### config.mk
export PLATFORM = sky130hd
export DESIGN_NAME = sram_sp_req_ctrl
export DESIGN_NICKNAME = d
export VERILOG_FILES = /design/src/rtl/sram_sp_req_ctrl.sv
export SDC_FILE = /design/constraint.sdc
export NUM_CORES = 1
export LEC_CHECK = 0
export ABC_AREA = 1
export ABC_CLOCK_PERIOD_IN_PS = 2300
export BUFFER_PORTS_ARGS = -buffer_cell sky130_fd_sc_hd__buf_2
export CAP_MARGIN = 0
export CORE_MARGIN = 2
export CORE_UTILIZATION = 40
export DETAILED_ROUTE_END_ITERATION = 8
export PLACE_DENSITY = 0.8
export SYNTH_ARGS = -nofsm -noshare
export SYNTH_HDL_FRONTEND = slang
export SYNTH_SLANG_ARGS = --single-unit
### constraint.sdc
create_clock -name CLK -period 2.3 [get_ports CLK]
set_input_delay 0.23 -clock CLK [delete_from_list [all_inputs] [get_ports CLK]]
set_output_delay 0.23 -clock CLK [all_outputs]
set_load 0.02 [all_outputs]
### src/rtl/sram_sp_req_ctrl.sv
// Purpose: valid/ready request front end for a 4k x 32 single-port SRAM (reads, byte-masked writes).
// Latency: a read accepted in cycle N gives rsp_valid at N+2 at the earliest. Writes produce no response.
// Backpressure: req_ready is held low while the response FIFO credits (entries + in-flight read) are used up.
//   It is also low during zeroize and during reset. rsp_rdata holds while rsp_valid & !rsp_ready.
// Ports:
//   CLK, reset       : clock; synchronous active-high reset
//   req_*            : request stream (valid/ready, write, be, addr, wdata)
//   rsp_*            : read response stream (valid/ready, rdata), returned in request order
//   busy             : zeroize running, read in flight, or responses pending
//   mem_me/we/adr/d  : SRAM strobes; mem_q is SRAM read data, valid the cycle after a read access
// Option: define SRAM_SP_REQ_CTRL_ZEROIZE_EN to clear the whole array after every reset.
module sram_sp_req_ctrl #(
  parameter int ADDR_W    = 12,
  parameter int DATA_W    = 32,
  parameter int RSP_DEPTH = 2
) (
  input  logic              CLK,
  input  logic              reset,
  input  logic              req_valid,
  output logic              req_ready,
  input  logic              req_write,
  input  logic [3:0]        req_be,
  input  logic [ADDR_W-1:0] req_addr,
  input  logic [DATA_W-1:0] req_wdata,
  output logic              rsp_valid,
  input  logic              rsp_ready,
  output logic [DATA_W-1:0] rsp_rdata,
  output logic              busy,
  output logic              mem_me,
  output logic [3:0]        mem_we,
  output logic [ADDR_W-1:0] mem_adr,
  output logic [DATA_W-1:0] mem_d,
  input  logic [DATA_W-1:0] mem_q
);

  localparam int CNT_W = $clog2(RSP_DEPTH + 1);
  localparam int PTR_W = (RSP_DEPTH > 1) ? $clog2(RSP_DEPTH) : 1;

  logic [CNT_W-1:0]  fifo_count;
  logic [PTR_W-1:0]  wr_ptr;
  logic [PTR_W-1:0]  rd_ptr;
  logic              rd_inflight;
  logic [DATA_W-1:0] fifo_mem [RSP_DEPTH];

  logic              zeroize_active;
  logic [ADDR_W-1:0] zero_addr;
  logic              rst_busy;

  logic [CNT_W:0]    credits_used;
  logic              credit_ok;
  logic              accept;
  logic              rd_accept;
  logic              req_nop;
  logic              push;
  logic              pop;

  function automatic logic [PTR_W-1:0] ptr_inc(input logic [PTR_W-1:0] p);
    return (p == PTR_W'(RSP_DEPTH - 1)) ? '0 : p + 1'b1;
  endfunction

`ifdef SRAM_SP_REQ_CTRL_ZEROIZE_EN
  typedef enum logic {ZS_RUN, ZS_CLEAR} zs_t;
  zs_t zs_q;
  zs_t zs_d;

  assign rst_busy = 1'b1;

  // Walk restarts from address 0 on every reset, including one in mid-walk.
  always_ff @(posedge CLK) begin
    if (reset) begin
      zs_q      <= ZS_CLEAR;
      zero_addr <= '0;
    end else begin
      zs_q <= zs_d;
      if (zs_q == ZS_CLEAR) zero_addr <= zero_addr + 1'b1;
    end
  end

  always_comb begin
    zs_d = zs_q;
    if (zs_q == ZS_CLEAR && zero_addr == '1) zs_d = ZS_RUN;
  end

  always_comb begin
    zeroize_active = (zs_q == ZS_CLEAR);
  end
`else
  assign rst_busy       = 1'b0;
  assign zeroize_active = 1'b0;
  assign zero_addr      = '0;
`endif

  // Credits count the read already in flight, so the FIFO can never overflow.
  // A pop in the same cycle is not credited back, which keeps the ready path short.
  assign credits_used = {1'b0, fifo_count} + {{CNT_W{1'b0}}, rd_inflight};
  assign credit_ok    = credits_used < (CNT_W + 1)'(RSP_DEPTH);
  assign req_ready    = !reset && !zeroize_active && credit_ok;

  assign accept    = req_valid && req_ready;
  assign req_nop   = req_write && (req_be == 4'h0);
  assign rd_accept = accept && !req_write;

  always_comb begin
    mem_me  = 1'b0;
    mem_we  = 4'h0;
    mem_adr = '0;
    mem_d   = '0;
    if (!reset) begin
      if (zeroize_active) begin
        mem_me  = 1'b1;
        mem_we  = 4'hF;
        mem_adr = zero_addr;
      end else begin
        mem_adr = req_addr;
        mem_d   = req_wdata;
        mem_me  = accept && !req_nop;
        mem_we  = (accept && req_write) ? req_be : 4'h0;
      end
    end
  end

  // mem_q is valid exactly one cycle after a read access, i.e. while rd_inflight is set.
  assign push = rd_inflight;
  assign pop  = rsp_valid && rsp_ready;

  always_ff @(posedge CLK) begin
    if (reset) begin
      rd_inflight <= 1'b0;
      fifo_count  <= '0;
      wr_ptr      <= '0;
      rd_ptr      <= '0;
    end else begin
      rd_inflight <= rd_accept;
      if (push) wr_ptr <= ptr_inc(wr_ptr);
      if (pop)  rd_ptr <= ptr_inc(rd_ptr);
      unique case ({push, pop})
        2'b10:   fifo_count <= fifo_count + CNT_W'(1);
        2'b01:   fifo_count <= fifo_count - CNT_W'(1);
        default: fifo_count <= fifo_count;
      endcase
    end
  end

  // Storage needs no reset; the count qualifies every entry.
  always_ff @(posedge CLK) begin
    if (push && !reset) fifo_mem[wr_ptr] <= mem_q;
  end

  assign rsp_valid = !reset && (fifo_count != '0);
  assign rsp_rdata = rsp_valid ? fifo_mem[rd_ptr] : '0;

  assign busy = reset ? rst_busy
                      : (zeroize_active || rd_inflight || (fifo_count != '0));

endmodule

==> reports/summary.txt <==
Final GP Congestion = 0.8583
CP required = 2070 ps
Final worst path period share = 80.88%
Synth top area share = 57.53%
Mapped Cells = 383
RSZ-0062 raised after global routing = false
# Post-CTS Setup Buffers = 0
Port-buffer cells = 168
WHS Endpoint = fifo_mem[0][28]
Capturing point of the worst reg2reg path = fifo_count[1]
Worst skew pair latency = 330 ps
Synth async-reset ratio = 0%
Internal Power = 0.002032 W
IO Pins = 169
Distinct cells, synth = 18
Critical path fanouts, max = 22
Uppermost routed layer = met4
DRT Wirelength = 7.500 mm
HPWL Detailed = 5.766 mm
Syn Nets = 469
Wire per inst = 11.30 µm
DR WL met2 = 3.986 mm
Share of cells above drive strength 1 = 34.83%
Via count = 2884
Clock skew = 3.860 ps
Met3 wire length = 586 µm
Synth warn = 0
Gate power share = 13.8%
Leak = 2.535 nW
Setup tns final = 0 ps
First-pass GRT wire length = 11.45 mm
VDD IR-drop max = 221.1 µV
Drt pass-1 iters = 4
Worst Hold Depth = 1
CTS Buf Count = 9
Die area = 9098 µm²
Slew margin rel. = 73.46%
Hold_sp = mem_q[28]
Final setup viols = 0
Most frequent cell after synthesis = inv_1
Sequential area share after synthesis = 61.12%
Pin count of the biggest net entering global routing = 46
Sw Ratio = 24.48%
Cell mode on critical path = nand2_1
Top delay family on crit path = flip-flops
CTS tree = built
Crit start category = flip-flop
GRT overflow = 0
Mean Syn Cell Area = 8.722 µm²
DRT antenna net count = 0
Synth area leader = edfxtp_1
Die Y = 95.39 µm
Metal-1 WL = 2.716 mm
TritonCTS Sinks = 70
Buf/Inv on CP = 3
Post-CTS resize count = 0
Post-synth EDFFs = 64
Number of antenna violations at the first check in global routing = 2
Clk slew on worst S/H paths = 70 ps
Switching power = 0.0006589 W
Run status = finished clean
Element type at the critical path end = output pin
PwrDens = 600.5 nW/µm²
Gr usage total = 16.82%
Post-route DRC = 0
FF+latch count, synth = 70
Post-synthesis instance area = 3341 µm²
Htree depth = 3
Slowest stage delay, CP = 540 ps
Post-synth top cells = inv_1 (119), nand2_1 (75), edfxtp_1 (64), nor2_1 (55), o21ai_0 (34)
Min Tclk post-route = 1860 ps
DR iter-0 viols = 59
Layout Nets = 639
Core ar. = 8175 µm²
Slew @ Worst Pin = 398.2 ps
Clock network power share = 33.5%
Critical R2R Launch = fifo_count[1]
Hold Buf Count CTS = 0
FMAX = 537.6 MHz
Worst Path Arrival = 1630 ps
Initial Util = 40.86%
Max Cap Viol = 0
Slowest cell on crit path = dfxtp_2
Sequential Power Share = 52.7%
Critical path class = flip-flop to output pin
Final hold slack = 82.44 ps
Final Hold Viols = 0
Die W = 95.39 µm
Worst Hold Class = input port to flip-flop
Clk root buf = clkbuf_8
Synth top area cells = edfxtp_1 (58%), inv_1 (13%), nand2_1 (8.4%)
Worst R2R Setup Slack = 870 ps
R2R cell count = 9
FP Rows = 33
Synth-to-Final Area Change = 34.16%
Drt via density = 4.343
Pins Over Slew Limit = 0
Longest Clk Path Bufs = 2
Number of global-route vias before repair = 2726
Ys flop type = edfxtp_1
CP Cell Sequence = buf_4 -> nand2_1 -> o21ai_0 -> nand2_1 -> inv_1 -> buf_2
==> state kept, by name, indices dropped and copies added (netlist names), named ones only <==
name	flops
fifo_mem	64
push	1
fifo_count	2
wr_ptr	1
rd_ptr	1
==> final cells by class <==
class | instances | area [µm²]
Sequential cell | 70 | 2043
Clock buffer | 10 | 127.6
Multi-Input combinational cell | 176 | 754.5
Inverter | 122 | 457.9
Fill cell | 761 | 3694
Tap cell | 105 | 131.4
Clock inverter | 5 | 51.30
Antenna cell | 2 | 5.005
Timing Repair Buffer | 174 | 910.9
==> cells by family after synthesis <==
kind of cell,after synthesis,synth area share (%)
buffers and inverters,137,16.74
AND/OR/NAND/NOR,137,15.69
flip-flops,70,61.12
AO/OA/AOI/OAI,38,6.068
adder cells (fa/ha/maj),1,0.3745
==> routing by layer <==
metal,GRT usage (%),vias up
li1,-,1476
met1,15.79,1285
met2,31.87,108
met3,5.771,15
met4,8.690,0
met5,0,-
==> metrics by stage <==
stage | power, W | utilization (%) | instances | setup slack (ps) | instance area (µm²)
after CTS | 0.002731 | 54.76 | 662 | 392.0 | 4477
after floorplan | 0.001655 | - | 383 | 114.7 | 3341
after global routing | 0.002815 | 54.76 | 662 | 262.7 | 4477
after global placement | 0.001808 | 52.57 | 647 | 804.1 | 4298
after detailed placement | 0.001820 | 52.57 | 647 | 752.6 | 4298
final | 0.002691 | 54.82 | 664 | 439.8 | 4482
==> worst max-delay path by stage <==
| stage | slack [ps] | startpoint | cells after the start | to |
|---|---|---|---|---|
| 3_3_place_gp | 800 | flip-flop | 6 | rsp_rdata[9] |
| 2_1_floorplan | 110 | push | 2 | fifo_mem[1][0] |
| 6_report | 440 | flip-flop | 6 | rsp_rdata[21] |
| 3_5_place_dp | 750 | flip-flop | 6 | rsp_rdata[21] |
| 5_1_grt | 260 | flip-flop | 6 | rsp_rdata[31] |
| 4_1_cts | 390 | flip-flop | 6 | rsp_rdata[21] |
==> power by group through the flow <==
stage	clock (W)	sequential (W)	combinational (W)
2_1_floorplan	0	0.00144	0.000214
3_3_place_gp	0	0.00144	0.000364
3_5_place_dp	0	0.00145	0.000374
4_1_cts	0.000938	0.00142	0.000376
5_1_grt	0.000987	0.00142	0.000410
6_report	0.000902	0.00142	0.000372
==> layout by cell type, fill, tap and decap left out, types with 2 or more instances in the layout <==
cell type and n:
clkbuf_8 9, diode_2 2, inv_2 3, dfxtp_1 5
inv_1 119, clkinv_2 2, nor2_4 2, buf_12 2
buf_4 4, nand2_1 75, nand3_1 5, a21oi_1 2
o21ai_0 34, nor2_1 53, edfxtp_1 64, buf_2 168
No activity file was read; power rests on OpenSTA's default activity.
